**config.mk**
```make
export PLATFORM = sky130hd
export DESIGN_NAME = zif_port_engine
export DESIGN_NICKNAME = d
export VERILOG_FILES = /design/src/rtl/zif_port_pkg.sv /design/src/rtl/zif_port_engine_mcu_bus_sync.sv /design/src/rtl/zif_port_engine.sv
export SDC_FILE = /design/constraint.sdc
export NUM_CORES = 1
export LEC_CHECK = 0
export BUFFER_PORTS_ARGS = -buffer_cell sky130_fd_sc_hd__buf_2
export CORE_ASPECT_RATIO = 1.75
export CORE_UTILIZATION = 50
export CTS_BUF_LIST = sky130_fd_sc_hd__clkbuf_8
export CTS_CLUSTER_SIZE = 40
export DETAILED_ROUTE_END_ITERATION = 12
export PLACE_DENSITY = 0.71
export SLEW_MARGIN = 20
export SYNTH_ARGS = -nofsm -noshare
export SYNTH_HDL_FRONTEND = slang
export SYNTH_SLANG_ARGS = --single-unit
```
**constraint.sdc**
```tcl
create_clock -name osc -period 7 [get_ports osc]
set_clock_uncertainty 0.05 [all_clocks]
set_input_delay 0 -clock osc [delete_from_list [all_inputs] [get_ports osc]]
set_output_delay 0 -clock osc [all_outputs]
set_load 0.05 [all_outputs]
```
**src/rtl/zif_port_pkg.sv**
```systemverilog
// Shared definitions for the ZIF port engine: MCU register map, pulse FSM
// states and the pin-to-byte sizing helpers.
package zif_port_pkg;

    localparam logic [7:0] ADDR_STATUS   = 8'h10;
    localparam logic [7:0] ADDR_DLY_LO   = 8'h11;
    localparam logic [7:0] ADDR_DLY_HI   = 8'h12;
    localparam logic [7:0] ADDR_PULSE    = 8'h13;
    localparam logic [7:0] ADDR_RAW_BASE = 8'h16;
    localparam logic [7:0] ADDR_OUT_BASE = 8'h20;
    localparam logic [7:0] ADDR_OUT_RB   = 8'h28;
    localparam logic [7:0] ADDR_OE_BASE  = 8'h30;
    localparam logic [7:0] ADDR_OE_RB    = 8'h38;

    typedef enum logic [0:0] {
        PS_IDLE  = 1'b0,
        PS_PULSE = 1'b1
    } pulse_state_e;

    // Number of byte lanes needed to cover nr_pins pins.
    function automatic int unsigned nr_bytes(input int unsigned nr_pins);
        return (nr_pins + 32'd7) / 32'd8;
    endfunction

    // True when addr falls in [base, base+len).
    function automatic logic in_window(input logic [7:0] addr, input logic [7:0] base,
                                       input int unsigned len);
        return (32'(addr) >= 32'(base)) && (32'(addr) < (32'(base) + len));
    endfunction

endpackage

```
**src/rtl/zif_port_engine_mcu_bus_sync.sv**
```systemverilog
// Synchronises the MCU strobes into the osc domain and emits single-cycle
// edge pulses.
// Ports: clk, rst_n; ale/write/read raw strobes in;
//        ale_fall, write_rise, read_fall, read_rise pulses and read_low level out.
module mcu_bus_sync #(
    parameter int unsigned SYNC_STAGES = 2
) (
    input  logic clk,
    input  logic rst_n,
    input  logic ale,
    input  logic write,
    input  logic read,
    output logic ale_fall,
    output logic write_rise,
    output logic read_fall,
    output logic read_rise,
    output logic read_low
);

    // Lane order in each stage: [2]=ale, [1]=write, [0]=read; stage 0 is nearest the pins.
    logic [SYNC_STAGES-1:0][2:0] sync_q, sync_d;
    logic [2:0] prev_q, prev_d;
    logic [2:0] last;
    logic ale_fall_q, ale_fall_d;
    logic write_rise_q, write_rise_d;
    logic read_fall_q, read_fall_d;
    logic read_rise_q, read_rise_d;
    logic read_low_q, read_low_d;

    // Shift chain and registered edge detection on the last synchroniser stage.
    always_comb begin
        last         = sync_q[SYNC_STAGES-1];
        sync_d       = {sync_q[SYNC_STAGES-2:0], {ale, write, read}};
        prev_d       = last;
        ale_fall_d   = prev_q[2] & ~last[2];
        write_rise_d = ~prev_q[1] & last[1];
        read_fall_d  = prev_q[0] & ~last[0];
        read_rise_d  = ~prev_q[0] & last[0];
        read_low_d   = ~last[0];
    end

    always_ff @(posedge clk or negedge rst_n) begin
        if (!rst_n) begin
            sync_q       <= '0;
            prev_q       <= '0;
            ale_fall_q   <= 1'b0;
            write_rise_q <= 1'b0;
            read_fall_q  <= 1'b0;
            read_rise_q  <= 1'b0;
            read_low_q   <= 1'b0;
        end else begin
            sync_q       <= sync_d;
            prev_q       <= prev_d;
            ale_fall_q   <= ale_fall_d;
            write_rise_q <= write_rise_d;
            read_fall_q  <= read_fall_d;
            read_rise_q  <= read_rise_d;
            read_low_q   <= read_low_d;
        end
    end

    assign ale_fall   = ale_fall_q;
    assign write_rise = write_rise_q;
    assign read_fall  = read_fall_q;
    assign read_rise  = read_rise_q;
    assign read_low   = read_low_q;

endmodule

```
**src/rtl/zif_port_engine.sv**
```systemverilog
// ZIF pin engine: MCU byte-bus register file, per-pin drive/enable registers,
// raw pin readback, programmable delay counter and a timed single-pin pulse.
// Ports: osc, rst_n; MCU bus ale/write/read/data_in -> data_out/data_oe;
//        zif_in raw pins -> zif_out/zif_oe drive vectors.
module zif_port_engine
    import zif_port_pkg::*;
#(
    parameter int unsigned NR_PINS     = 48,
    parameter int unsigned DELAY_W     = 16,
    parameter int unsigned SYNC_STAGES = 2
) (
    input  logic               osc,
    input  logic               rst_n,
    input  logic               ale,
    input  logic               write,
    input  logic               read,
    input  logic [7:0]         data_in,
    output logic [7:0]         data_out,
    output logic               data_oe,
    input  logic [NR_PINS-1:0] zif_in,
    output logic [NR_PINS-1:0] zif_out,
    output logic [NR_PINS-1:0] zif_oe
);

    localparam int unsigned NR_BYTES = nr_bytes(NR_PINS);
    localparam int unsigned PAD_W    = NR_BYTES * 8;
    localparam int unsigned IDX_W    = (NR_PINS > 1) ? $clog2(NR_PINS) : 1;
    localparam int unsigned HI_W     = DELAY_W - 8;

    logic ale_fall, write_rise, read_fall, read_rise, read_low;

    mcu_bus_sync #(.SYNC_STAGES(SYNC_STAGES)) u_sync (
        .clk        (osc),
        .rst_n      (rst_n),
        .ale        (ale),
        .write      (write),
        .read       (read),
        .ale_fall   (ale_fall),
        .write_rise (write_rise),
        .read_fall  (read_fall),
        .read_rise  (read_rise),
        .read_low   (read_low)
    );

    pulse_state_e       state_q, state_d;
    logic [7:0]         address_q, address_d;
    logic [NR_PINS-1:0] out_reg_q, out_reg_d;
    logic [NR_PINS-1:0] oe_reg_q, oe_reg_d;
    logic [DELAY_W-1:0] delay_reload_q, delay_reload_d;
    logic [DELAY_W-1:0] delay_count_q, delay_count_d;
    logic [IDX_W-1:0]   pulse_idx_q, pulse_idx_d;
    logic [7:0]         data_out_q, data_out_d;
    logic               data_oe_q, data_oe_d;
    logic [NR_PINS-1:0] zif_out_q, zif_out_d;
    logic [NR_PINS-1:0] zif_oe_q, zif_oe_d;

    logic [PAD_W-1:0]   out_pad, oe_pad;
    logic [7:0]         rd_byte;
    logic               rd_hit, busy, pulse_on;
    logic [2:0]         raw_k, out_k, oe_k, out_rb_k, oe_rb_k;

    // Bus decode, delay counter, pulse FSM and registered pin/read outputs.
    always_comb begin
        state_d        = state_q;
        address_d      = address_q;
        delay_reload_d = delay_reload_q;
        delay_count_d  = delay_count_q;
        pulse_idx_d    = pulse_idx_q;
        data_out_d     = data_out_q;
        out_pad        = PAD_W'(out_reg_q);
        oe_pad         = PAD_W'(oe_reg_q);
        rd_byte        = 8'h00;

        busy     = (delay_count_q != '0);
        pulse_on = (state_q == PS_PULSE);
        raw_k    = 3'(address_q - ADDR_RAW_BASE);
        out_k    = 3'(address_q - ADDR_OUT_BASE);
        oe_k     = 3'(address_q - ADDR_OE_BASE);
        out_rb_k = 3'(address_q - ADDR_OUT_RB);
        oe_rb_k  = 3'(address_q - ADDR_OE_RB);

        if (ale_fall) begin
            address_d = data_in;
        end

        if (busy) begin
            delay_count_d = delay_count_q - DELAY_W'(1);
        end

        if (write_rise) begin
            if (address_q == ADDR_DLY_LO) begin
                delay_reload_d[7:0] = data_in;
            end else if (address_q == ADDR_DLY_HI) begin
                delay_reload_d[DELAY_W-1:8] = data_in[HI_W-1:0];
                delay_count_d               = delay_reload_d;
            end else if (address_q == ADDR_PULSE) begin
                if (!pulse_on && (32'(data_in) < NR_PINS) && (delay_reload_q != '0)) begin
                    state_d       = PS_PULSE;
                    pulse_idx_d   = IDX_W'(data_in);
                    delay_count_d = delay_reload_q;
                end
            end else if (in_window(address_q, ADDR_OUT_BASE, NR_BYTES)) begin
                out_pad[{out_k, 3'b000} +: 8] = data_in;
            end else if (in_window(address_q, ADDR_OE_BASE, NR_BYTES)) begin
                oe_pad[{oe_k, 3'b000} +: 8] = data_in;
            end
        end

        // The pulse lasts exactly as long as the counter is nonzero, so a
        // retime (or a reload of zero) during the pulse is honoured here.
        if ((state_d == PS_PULSE) && (delay_count_d == '0)) begin
            state_d = PS_IDLE;
        end

        out_reg_d = NR_PINS'(out_pad);
        oe_reg_d  = NR_PINS'(oe_pad);

        zif_out_d = out_reg_q;
        zif_oe_d  = oe_reg_q;
        if (pulse_on) begin
            zif_out_d[pulse_idx_q] = ~out_reg_q[pulse_idx_q];
            zif_oe_d[pulse_idx_q]  = 1'b1;
        end

        rd_hit = 1'b1;
        if (address_q == ADDR_STATUS) begin
            rd_byte = {6'b0, pulse_on, busy};
        end else if (in_window(address_q, ADDR_RAW_BASE, NR_BYTES)) begin
            rd_byte = PAD_W'(zif_in) >> {raw_k, 3'b000};
        end else if (in_window(address_q, ADDR_OUT_RB, NR_BYTES)) begin
            rd_byte = PAD_W'(out_reg_q) >> {out_rb_k, 3'b000};
        end else if (in_window(address_q, ADDR_OE_RB, NR_BYTES)) begin
            rd_byte = PAD_W'(oe_reg_q) >> {oe_rb_k, 3'b000};
        end else begin
            rd_hit = 1'b0;
        end

        if (read_fall) begin
            data_out_d = rd_byte;
        end
        data_oe_d = read_low & rd_hit & ~read_rise;
    end

    always_ff @(posedge osc or negedge rst_n) begin
        if (!rst_n) begin
            state_q        <= PS_IDLE;
            address_q      <= '0;
            out_reg_q      <= '0;
            oe_reg_q       <= '0;
            delay_reload_q <= '0;
            delay_count_q  <= '0;
            pulse_idx_q    <= '0;
            data_out_q     <= '0;
            data_oe_q      <= 1'b0;
            zif_out_q      <= '0;
            zif_oe_q       <= '0;
        end else begin
            state_q        <= state_d;
            address_q      <= address_d;
            out_reg_q      <= out_reg_d;
            oe_reg_q       <= oe_reg_d;
            delay_reload_q <= delay_reload_d;
            delay_count_q  <= delay_count_d;
            pulse_idx_q    <= pulse_idx_d;
            data_out_q     <= data_out_d;
            data_oe_q      <= data_oe_d;
            zif_out_q      <= zif_out_d;
            zif_oe_q       <= zif_oe_d;
        end
    end

    assign data_out = data_out_q;
    assign data_oe  = data_oe_q;
    assign zif_out  = zif_out_q;
    assign zif_oe   = zif_oe_q;

endmodule

```
### Word level (Yosys, flattened, before mapping)

Index checks and enable logic that the tools add are counted.

| word-level totals | value |
|---|---|
| flip-flop bits (word level) | 262 |
| bits of input ports | 61 |
| output and inout port bits | 105 |
| logic and storage cells | 116 |

| cells by class | value |
|---|---|
| add/subtract/negate cells | 8 |
| $lt $le $gt $ge | 13 |
| equality and inequality tests | 4 |
| shift-type cells | 7 |
| muxes and demuxes | 29 |
| bitwise gates (word level) | 17 |
| reductions and logical operators | 18 |

Operators with widths:

| kind | count |
|---|---|
| $bwmux W48 | 3 |
| $shr A48 B6 Y8 | 3 |
| $mux W16 | 6 |
| $mux W48 | 2 |
| $shift A8 B8 Y48 const A | 2 |
| $shiftx A8 B8 Y48 | 2 |
| $or A48 B48 Y48 | 1 |
| $lt A8 B6 Y1 const B | 5 |
| $eq A8 B5 Y1 const B | 4 |
| $ge A8 B6 Y1 const B | 4 |
| $mux W8 | 4 |
| $reduce_bool A16 Y1 | 2 |
| $logic_not A16 Y1 | 1 |
| $neg A6 Y8 | 2 |
| $sub A16 B1 Y16 const B | 1 |
| $mux W1 | 12 |
| $sub A3 B1 Y3 const B | 4 |
| $not A1 Y1 | 10 |
| $reduce_and A5 Y1 | 2 |
| $logic_and A1 B1 Y1 | 9 |
| $ge A8 B5 Y1 const B | 1 |
| $lt A8 B5 Y1 const B | 1 |
| $lt A6 B7 Y1 const B | 1 |
| $and A1 B1 Y1 | 6 |
| 8 further kinds | 8 |

### Longest topological paths before layout

Gate-level depths: netlist of the first run.

| logic depth | value |
|---|---|
| word-level depth | 11 |
| depth in mapped cells | 12 |
| mapped depth without buffers | 9 |

### Modules after synthesis

Synthesis of the first run repeated with hierarchy kept, for this count alone.

| second synthesis, totals | value |
|---|---|
| cell total of the unflattened synthesis | 1038 |
| area, all modules | 12164.2 µm² |

Modules (own cells, without submodules):

| module | times used | cells an instance | area an instance (µm²) | seq. area each (µm²) |
|---|---|---|---|---|
| zif_port_engine | 1 | 1019 | 11782.6 | 6206.0 |
| mcu_bus_sync | 1 | 19 | 381.6 | 350.3 |

### Worst setup path before layout of the first run

No wires, ideal clock.

| path | value |
|---|---|
| path type | flip-flop to flip-flop |
| from | reg address_q[1] |
| to | reg state_q, in the netlist pulse_on |
| setup time | 0.136 ns |
| arrival | 2.765 ns |
| required time | 6.814 ns |
| setup slack | 4.050 ns |
| stages on the path, launching flop included | 11 |
| path buffers | 1 |
| clock period less this slack | 2.950 ns |
| cell sequence | dfrtp_1 > clkbuf_1 > inv_1 > ha_1 > or4b_1 > nor3_4 > a31o_4 > o21ai_1 > or3_1 > nor4b_2 > a31oi_1 |

| between the ends | value |
|---|---|
| longest elaborated chain between the ends | 8 |
| elaborated cells between the ends (all ways) | 14 |
| classes of those cells | eq/ne (3); mux (9); reduce/logical (2) |

Ends and longest elaborated chain:

| what | RTL line | text |
|---|---|---|
| start: declaration | zif_port_engine.sv:46 | `logic [7:0] address_q, address_d;` |
| start signal: assignment | zif_port_engine.sv:159 | `address_q <= address_d;` |
| $eq A8 B5 Y1 | zif_port_engine.sv:96 | `end else if (address_q == ADDR_PULSE) begin` |
| $mux W16 | zif_port_engine.sv:96 |  |
| $mux W16 | zif_port_engine.sv:93 | `end else if (address_q == ADDR_DLY_HI) begin` |
| $mux W16 * | zif_port_engine.sv:91 | `if (address_q == ADDR_DLY_LO) begin` |
| $mux W16 * | zif_port_engine.sv:90 | `if (write_rise) begin` |
| via delay_count_d[9] | zif_port_engine.sv:50 | `logic [DELAY_W-1:0] delay_count_q, delay_count_d;` |
| $logic_not A16 Y1 * | zif_port_engine.sv:111 | `if ((state_d == PS_PULSE) && (delay_count_d == '0)) begin` |
| $logic_and A1 B1 Y1 * | zif_port_engine.sv:111 |  |
| $mux W1 * | zif_port_engine.sv:111 |  |
| via state_d | zif_port_engine.sv:45 | `pulse_state_e state_q, state_d;` |
| end signal: assignment | zif_port_engine.sv:158 | `state_q <= state_d;` |
| end: declaration | zif_port_engine.sv:45 |  |

The timed path passes the listed nets; every way through them passes the cells marked *.
A chain may end at the register's enable or synchronous reset.

### Worst setup path in the final report of the first run

| path | value |
|---|---|
| from | reg address_q[0] |
| to | reg oe_reg_q[11] |

| between the ends | value |
|---|---|
| longest elaborated chain between the ends | 4 |
| elaborated cells between the ends (all ways) | 19 |
| classes of those cells | add/sub (2); order compare (4); eq/ne (3); shift (2); mux (1); bitwise (4); reduce/logical (3) |

Ends and longest elaborated chain:

| what | RTL line | text |
|---|---|---|
| $sub A3 B1 Y3 (tied with other cells) | zif_port_engine.sv:78 | `oe_k = 3'(address_q - ADDR_OE_BASE);` |
| $neg A6 Y8 / $logic_and A1 B1 Y1 (equally long branches) | zif_port_engine.sv:105, zif_port_pkg.sv:28 |  |
| $shiftx A8 B8 Y48 (tied with other cells) | zif_port_engine.sv:105 | `oe_pad[{oe_k, 3'b000} +: 8] = data_in;` |
| $bwmux W48 / $reduce_and A6 Y1 (equally long branches) | -- |  |
| end signal: assignment | zif_port_engine.sv:161 | `oe_reg_q <= oe_reg_d;` |
| end: declaration | zif_port_engine.sv:48 | `logic [NR_PINS-1:0] oe_reg_q, oe_reg_d;` |

Parallel ways exist; a longest one is shown, timed or not.

==> results of run 1 <==
==> layer usage <==
layer	GRT usage (%)	share of wire, %	up-vias	wire length [um]
li1	-	-	3826	-
met1	32.06	36	4379	12390
met2	50.20	54	307	18640
met3	3.317	3.9	100	1356
met4	16.16	5.8	0	1999
met5	0	0	-	0
==> worst register-to-register path: stages (launching register included) <==
cell	delay [ps]
dfrtp_4	1100
inv_1	350
ha_1	330
ha_1	220
nor2b_1	240
nand3_1	140
nor2_1	890
mux2_2	430
==> cell usage in the layout (no fill, tap or decap), types with 3 or more instances in the layout <==
cell and instances:
or4b_1 4, clkinvlp_4 4, and3_1 3, or3_1 5, xnor2_1 7, buf_4 4, a31oi_1 4, nor3b_1 4
mux4_2 30, dlygate4sd3_1 10, inv_1 34, buf_2 164, nand2b_1 29, o21ai_0 37, mux2i_1 31, a22oi_1 8
clkinv_2 8, ha_1 9, nor2_1 56, mux2_2 166, nand3b_1 4, nand3_1 6, a22o_1 9, nand2_1 66
nand4_1 7, dfrtp_1 261, o22ai_1 15, nor4_1 8, and2_1 3, clkbuf_8 41, nand4b_1 3, or2_2 25
mux2_1 12, nor3_1 8, nor2b_1 9, a21oi_1 22
==> layout make-up <==
type	count	share of cell area [%]
multi-input combinational	629	37.74
clock buffer	41	4.009
clock inverter	25	1.324
timing repair buffer	179	6.862
sequential	262	46.60
tap	308	2.738
inverter	27	0.7200
==> cells by family (layout without fill, tap and decap cells) <==
family | count (synthesis) | in the layout | synth area share [%]
flops | 262 | 262 | 53.80
compound gates | 119 | 119 | 6.212
simple gates | 255 | 255 | 11.25
buf+inv | 82 | 272 | 2.762
mux | 239 | 239 | 24.54
xor+xnor | 7 | 7 | 0.5031
fa+ha+maj | 9 | 9 | 0.9241
==> flip-flops by register name (all words and copies together), names as in the netlist, 3 cells and up <==
name	count
u_sync.last	3
zif_out	48
address_q	8
oe_reg_q	48
data_out	8
out_reg_q	48
delay_count_q	16
u_sync.sync_d	3
u_sync.prev_q	3
pulse_idx_q	6
zif_oe	48
delay_reload_q	16
==> per-stage QoR <==
step	power [uW]	std cells	util, %
floorplan	2127	973	-
detailed placement	2333	1395	55.25
CTS	3565	1470	58.76
global placement	2321	1395	55.21
finish	3537	1471	58.82
global route	3680	1471	58.82
==> how the worst max path moves through the flow <==
stage | endpoint | startpoint
finish | oe_reg_q[11] | address_q[0]
global placement | pulse_on | address_q[0]
detailed placement | oe_reg_q[18] | address_q[0]
floorplan | pulse_on | address_q[1]
CTS | oe_reg_q[18] | address_q[0]
global route | oe_reg_q[18] | address_q[0]
==> timing repair <==
action | in CTS | in global routing
hold buffers | 9 | 1
setup buffers | 0 | 0
endpoints found under the hold margin | 197 | 1
==> power by group through the flow <==
stage	clock (uW)	combinational, uW	sequential [uW]
CTS	1250	569	1740
detailed placement	0	562	1770
global placement	0	555	1770
floorplan	0	300	1830
global route	1310	608	1760
finish	1220	568	1750
==> results.yml, run 1 <==
outcome:
  outcome: "finished, final reports clean"
worst_hold_path:
  hp-class: "in -> async"
synth:
  synth_seq_cells: 262
  synth_edf_count: 0
  synth.distinct_cells: 62
  synth_top_area_share_pct: 53.80
  synth.most_common_cell: "dfrtp_1"
  synth_top_area_cell: "dfrtp_1"
  ys_seq_area_share_pct: 53.80
  syn_inst: 973
  netlist_area_sq_um: 12190
  synth_fp_nets: 1043
  ys.flop_type: "dfrtp_1"
  synth_common_cells: "262 x dfrtp_1, 166 x mux2_2, 66 x nand2_1"
  synthArstFlopShare_pct: 100.0
  ys_warn_count: 0
  avgSynthCellArea_sq_um: 12.52
  synth_area_leaders: "dfrtp_1 54%, mux2_2 15%, mux4_2 5.5%, mux2i_1 2.5%, nand2_1 2.0%"
final_layout:
  n_antenna_cell: 0
  drive_above_1_share_pct: 39.55
  regArea_sq_um: 6560
  nets: 1207
  fillCellCount: 1979
  area_growth_pct: 15.51
  fin_area_sq_um: 14080
  multi_input_area_sq_um: 5313
timing:
  period_needed_ps: 3860
  finalSetupViolCount: 0
  grt_setup_unrepaired: "no"
  tns_ps: 0
  timing.final.crit_share_pct: 55.14
  hold_violations: 0
  relSlewSlack_pct: 27.65
  slew_violations: 0
  fmax_ghz: 0.2591
  layout_setup_ws_ps: 3140
  tightest_slew_ps: 1081
  holdWs_ps: 41.49
setup_path:
  crit_cells: 7
  critical_path_class: "reg -> reg"
  slowest_stage: "dfrtp_4"
  cp_num_buf_inv: 1
  r2r_end: "oe_reg_q[11]"
  path_max_fanout: 56
  rr_worst_depth: 7
  r2r_start: "address_q[0]"
  critPathRequiredTime_ps: 7380
  path_cells: "inv_1 -> ha_1 -> ha_1 -> nor2b_1 -> nand3_1 -> nor2_1 -> mux2_2"
  ff2ff_setup_slack_ps: 3140
  cp.arrival_ps: 4240
  cp_top_family: "simple AND/OR/NAND/NOR gates"
  end_kind: "register"
  cp_common_cell: "ha_1"
  critPathLaunchType: "register"
  max_stage_delay_ps: 1100
clock_tree:
  tritoncts: "done"
  clock_sinks: 262
  clkLatencyLatePin_ps: 550
  clockBufferDepth: 3
  numCtsBuffers: 38
  path_clk_slew_ps: 60
  postCtsResizedCells: 0
  h-tree-depth: 2
  root_buffer: "clkbuf_8"
floorplanning:
  ios: 166
  core_area_sq_um: 23930
  dieArea_sq_um: 25020
  initial_core_util_pct: 50.92
  fp.dieW_um: 120.0
  rows: 75
  die-height_um: 208.5
route:
  first_iter_violations: 597
  drtPass1Iterations: 7
  finalWirelength_um: 34390
  route.detailed.drc: 0
  via_count: 8612
  wire_per_inst_um: 23.38
  avgViaCountPerCell: 5.855
  ant_nets: 0
placement:
  place_area_sq_um: 13220
  port_buffers: 165
  dp_slack_ps: 3177
  hpwl_um: 24150
  gp_congestion: 0.9055
power_and_ir_drop:
  power.share.combinational_pct: 16.1
  p_leak_uw: 0.006841
  power.switching_uw: 1078
  p_seq_share_pct: 49.3
  pwr_density_cell_nw_per_um2: 251.3
  clkPwrFrac_pct: 34.6
  switching_share_pct: 30.47
  peakVddDrop_v: 0.0001354
  internal_power_uw: 2459
global_routing:
  overflow: 0
  grt_pass1_vias: 8892
  antenna_found_initial: 0
  grt_max_degree: 123
  grt_pass1_wl_um: 52280
  grt_usage_pct: 28.15
run:
  timing.max_cap.violations: 0
No activity file was read; power rests on OpenSTA's default activity.
==> run 2, diff against run 1 <==
--- a/config.mk
+++ b/config.mk
@@ -11,7 +11,7 @@
 export CTS_BUF_LIST = sky130_fd_sc_hd__clkbuf_8
 export CTS_CLUSTER_SIZE = 40
 export DETAILED_ROUTE_END_ITERATION = 12
-export PLACE_DENSITY = 0.71
+export PLACE_DENSITY = 0.74
 export SLEW_MARGIN = 20
 export SYNTH_ARGS = -nofsm -noshare
 export SYNTH_HDL_FRONTEND = slang
==> constraint.sdc (replaced) <==
create_clock -name osc -period 3.1 [get_ports osc]
set_clock_uncertainty 0.05 [all_clocks]
set_input_delay 0 -clock osc [delete_from_list [all_inputs] [get_ports osc]]
set_output_delay 0 -clock osc [all_outputs]
set_load 0.05 [all_outputs]
==> results.yml, run 2 (synthesized netlist as in run 1, its figures left out) <==
setup_path:
  cp_top_family: "simple AND/OR/NAND/NOR gates"
  r2r_end: "pulse_on"
  critical_path_class: "reg -> reg"
  rr_worst_depth: 8
  r2r_start: "address_q[0]"
  cp.arrival_ps: 3380
  ff2ff_setup_slack_ps: 80
  cp_num_buf_inv: 0
  critPathLaunchType: "register"
  end_kind: "register"
  slowest_stage: "or4b_1"
  critPathRequiredTime_ps: 3460
  path_cells: "ha_1 -> or4b_1 -> nor2_1 -> a31o_4 -> a21oi_1 -> a221o_1 -> nor4_1 -> a31oi_1"
  path_max_fanout: 24
  max_stage_delay_ps: 620
floorplanning:
  initial_core_util_pct: 50.92
  fp.dieW_um: 120.0
  die-height_um: 208.5
  ios: 166
  dieArea_sq_um: 25020
  rows: 75
  core_area_sq_um: 23930
power_and_ir_drop:
  pwr_density_cell_nw_per_um2: 564.6
  p_leak_uw: 0.007088
  peakVddDrop_v: 0.0003546
final_layout:
  n_antenna_cell: 0
  area_growth_pct: 18.48
  layoutNonFillerInstCount: 1515
  drive_above_1_share_pct: 41.43
  layout_common_cells: "261 x dfrtp_1, 166 x mux2_2, 164 x buf_2"
  final_common_cell: "dfrtp_1"
  nets: 1249
  fin_area_sq_um: 14440
global_routing:
  grt_usage_pct: 29.01
  grt_pass1_wl_um: 53700
  grt_max_degree: 107
  overflow: 0
  grt_pass1_vias: 9343
  antenna_found_initial: 0
route:
  wire_per_inst_um: 23.12
  first_iter_violations: 520
  route.detailed.drc: 0
  ant_nets: 0
  drtPass1Iterations: 5
  avgViaCountPerCell: 5.801
  finalWirelength_um: 35020
  via_count: 8789
placement:
  dp.cells: 1434
  port_buffers: 165
  hpwl_um: 25410
  gp_congestion: 0.8888
  place_area_sq_um: 13520
timing:
  timing.final.crit_share_pct: 97.40
  finalSetupViolCount: 0
  relSlewSlack_pct: 42.40
  period_needed_ps: 3019
  holdWs_ps: -24.88
  tns_ps: 0
  hold_violations: 8
  tightest_slew_ps: 864.0
  fmax_ghz: 0.3312
  slew_violations: 0
  grt_setup_unrepaired: "no"
clock_tree:
  root_buffer: "clkbuf_8"
  cts_setup_buffers: 0
  postCtsResizedCells: 0
  h-tree-depth: 2
  numCtsBuffers: 40
  clockBufferDepth: 3
  tritoncts: "done"
  path_clk_slew_ps: 60
  clock_sinks: 262
  clkLatencyLatePin_ps: 570
worst_hold_path:
  hp-class: "in -> async"
outcome:
  outcome: "finished, violations left"
  failed_checks: "hold timing"
run:
  timing.max_cap.violations: 0
==> run 2: how the worst max path moves through the flow <==
stage,to,from,depth (start not counted),slack (ps)
floorplan,pulse_on,address_q[1],10,150
global route,pulse_on,address_q[1],9,2
finish,pulse_on,address_q[0],8,80
detailed placement,pulse_on,address_q[0],8,100
CTS,pulse_on,address_q[0],8,80
global placement,pulse_on,address_q[0],8,200
==> run 2: report_power, final <==
| group | total [uW] | internal, uW | switching, uW |
|---|---|---|---|
| combinational | 1400 | 517 | 886 |
| clock | 2860 | 1530 | 1330 |
| sequential | 3890 | 3660 | 225 |
| total | 8150 | 5710 | 2440 |
==> run 2: cell type report <==
cell class              count  area [sq um]
clock buffers              53         729.5
flip-flops and latches    262          6560
fillers                  1965          9492
well taps                 308         385.4
clock inverters            17         81.33
repair buffers            219          1281
inverters                  27         101.3
multi-input cells         629          5299
==> run 2: repair_timing <==
action                                  CTS  global route
hold buffers                             11             0
endpoints found under the setup margin    0             0
endpoints found under the hold margin   183             0
==> run 2: metal layers <==
layer,up-vias,share of wire [%],GRT usage (%)
li1,3915,-,-
met1,4440,36,32.63
met2,333,53,51.21
met3,101,4.1,3.536
met4,0,6.6,18.62
met5,-,0,0
==> run 2: stage by stage <==
step	hold slack [ps]	worst slack [ps]	utilization [%]	total power (uW)
2_1_floorplan	-345.6	149.8	-	4802
3_3_place_gp	66.26	198.2	56.49	5310
3_5_place_dp	65.47	98.23	56.49	5332
4_1_cts	20.21	78.84	60.33	8218
5_1_grt	37.56	2.155	60.33	8481
6_report	-24.88	80.73	60.33	8151
==> run 3, diff against run 2 <==
--- a/config.mk
+++ b/config.mk
@@ -11,6 +11,7 @@
 export CTS_BUF_LIST = sky130_fd_sc_hd__clkbuf_8
 export CTS_CLUSTER_SIZE = 40
 export DETAILED_ROUTE_END_ITERATION = 12
+export GPL_TIMING_DRIVEN = 0
 export PLACE_DENSITY = 0.74
 export SLEW_MARGIN = 20
 export SYNTH_ARGS = -nofsm -noshare
==> results.yml, run 3 (synthesized netlist as in run 1, its figures left out) <==
outcome:
  outcome: "finished, final reports clean"
worst_hold_path:
  hp-class: "in -> reg"
  holdPathEnd: "delay_reload_q[4]"
  worstHoldStart: "data_in[4]"
  hold_depth: 2
final_layout:
  area_growth_pct: 20.32
  multi_input_area_sq_um: 5426
  final_common_cell: "dfrtp_1"
  regArea_sq_um: 6556
  drive_above_1_share_pct: 41.43
  fillCellCount: 1948
  nets: 1263
  layout_common_cells: "262 x dfrtp_1, 175 x buf_2, 166 x mux2_2"
timing:
  slew_violations: 0
  layout_setup_ws_ps: 123.6
  grt_setup_unrepaired: "no"
  period_needed_ps: 2976
  timing.final.crit_share_pct: 96.01
  relSlewSlack_pct: 37.89
  fmax_ghz: 0.3360
  finalSetupViolCount: 0
  tightest_slew_ps: 924.5
  hold_violations: 0
run:
  timing.max_cap.violations: 0
power_and_ir_drop:
  clkPwrFrac_pct: 34.5
  p_seq_share_pct: 47.5
  internal_power_uw: 5695
  power.switching_uw: 2463
  p_leak_uw: 0.007105
  p_total_uw: 8158
  power.share.combinational_pct: 18.0
  pwr_density_cell_nw_per_um2: 556.4
  peakVddDrop_v: 0.0003405
  switching_share_pct: 30.19
floorplanning:
  ios: 166
  rows: 75
  die-height_um: 208.5
  initial_core_util_pct: 50.92
  fp.dieW_um: 120.0
  core_area_sq_um: 23930
  dieArea_sq_um: 25020
setup_path:
  end_kind: "register"
  critPathRequiredTime_ps: 3470
  critPathLaunchType: "register"
  r2r_start: "address_q[0]"
  ff2ff_setup_slack_ps: 120
  r2r_end: "out_reg_q[22]"
  rr_worst_depth: 9
  path_max_fanout: 10
  cp.arrival_ps: 3340
  critical_path_class: "reg -> reg"
placement:
  port_buffers: 163
  dp_slack_ps: -953.9
  gp_congestion: 0.9742
  hpwl_um: 26980
clock_tree:
  path_clk_slew_ps: 70
  clkLatencyLatePin_ps: 560
  root_buffer: "clkbuf_8"
  numCtsBuffers: 38
  clock_sinks: 262
  tritoncts: "done"
  h-tree-depth: 2
  clockBufferDepth: 3
route:
  wire_per_inst_um: 24.05
  first_iter_violations: 660
  via_count: 9040
  avgViaCountPerCell: 5.908
  drtPass1Iterations: 5
  ant_nets: 0
  route.detailed.drc: 0
  finalWirelength_um: 36800
global_routing:
  grt_pass1_wl_um: 55460
  grt_usage_pct: 30.28
  antenna_found_initial: 2
  grt_max_degree: 80
  grt_pass1_vias: 9536
  overflow: 0
-- run 3: timing repair --
| action | in CTS | in global routing |
|---|---|---|
| buffers inserted | 4 | 2 |
| endpoints found under the setup margin | 134 | 108 |
| hold buffers | 12 | 0 |
| resized for setup | 27 | 18 |
| hold endpoints to repair | 155 | 0 |
| pin swaps | 4 | 3 |
-- run 3: worst max path at each step --
stage,startpoint,slack [ps],end
2_1_floorplan,address_q[1],150,pulse_on
3_3_place_gp,rst_n,-2580,zif_out[37]
3_5_place_dp,address_q[0],-950,oe_reg_q[23]
4_1_cts,address_q[0],0.6,oe_reg_q[12]
5_1_grt,address_q[0],10,out_reg_q[22]
6_report,address_q[0],120,out_reg_q[22]
-- run 3: metrics by stage --
step / TNS [ps] / hold WS (ps) / instances / utilization, % / area [sq um]
after global placement: -722980 / 60.83 / 1444 / 55.94 / 13390
final: 0 / 57.18 / 1530 / 61.27 / 14660
after global routing: 0 / 66.72 / 1528 / 61.25 / 14660
after floorplan: 0 / -345.6 / 973 / - / 12190
after CTS: 0 / 25.24 / 1528 / 60.90 / 14570
after detailed placement: -66970 / -96.57 / 1447 / 56.37 / 13490
-- run 3: power groups by stage --
stage | clock [uW] | sequential, uW | combinational [uW]
after floorplan | 0 | 4120 | 678
after global placement | 0 | 3910 | 1360
after detailed placement | 0 | 3920 | 1400
after CTS | 2870 | 3870 | 1440
after global routing | 3000 | 3900 | 1560
final | 2820 | 3870 | 1470
-- run 3: metal layers --
layer / share of wire (%) / global-route usage, % / vias up
met4: 7.3 / 21.90 / 0
met5: 0 / 0 / -
li1: - / - / 3939
met2: 54 / 53.63 / 369
met3: 4.6 / 4.084 / 144
met1: 35 / 32.55 / 4588
-- run 3: layout make-up --
class                           instances  share of cell area (%)
Sequential cell                       262                   44.72
Antenna cell                            3                 0.05120
Buffer                                 51                   1.741
Inverter                               27                  0.6912
Tap cell                              308                   2.628
Clock inverter                         14                  0.4950
Timing Repair Buffer                  184                   7.783
Clock buffer                           52                   4.881
Multi-Input combinational cell        629                   37.01
-- run 3: critical path, stage by stage, from the launching register on --
cell,delay (ps)
dfrtp_1,390
buf_6,210
buf_8,210
inv_1,160
ha_1,260
ha_2,420
nor3b_4,240
nand2_1,190
nor2_4,330
mux2_2,380
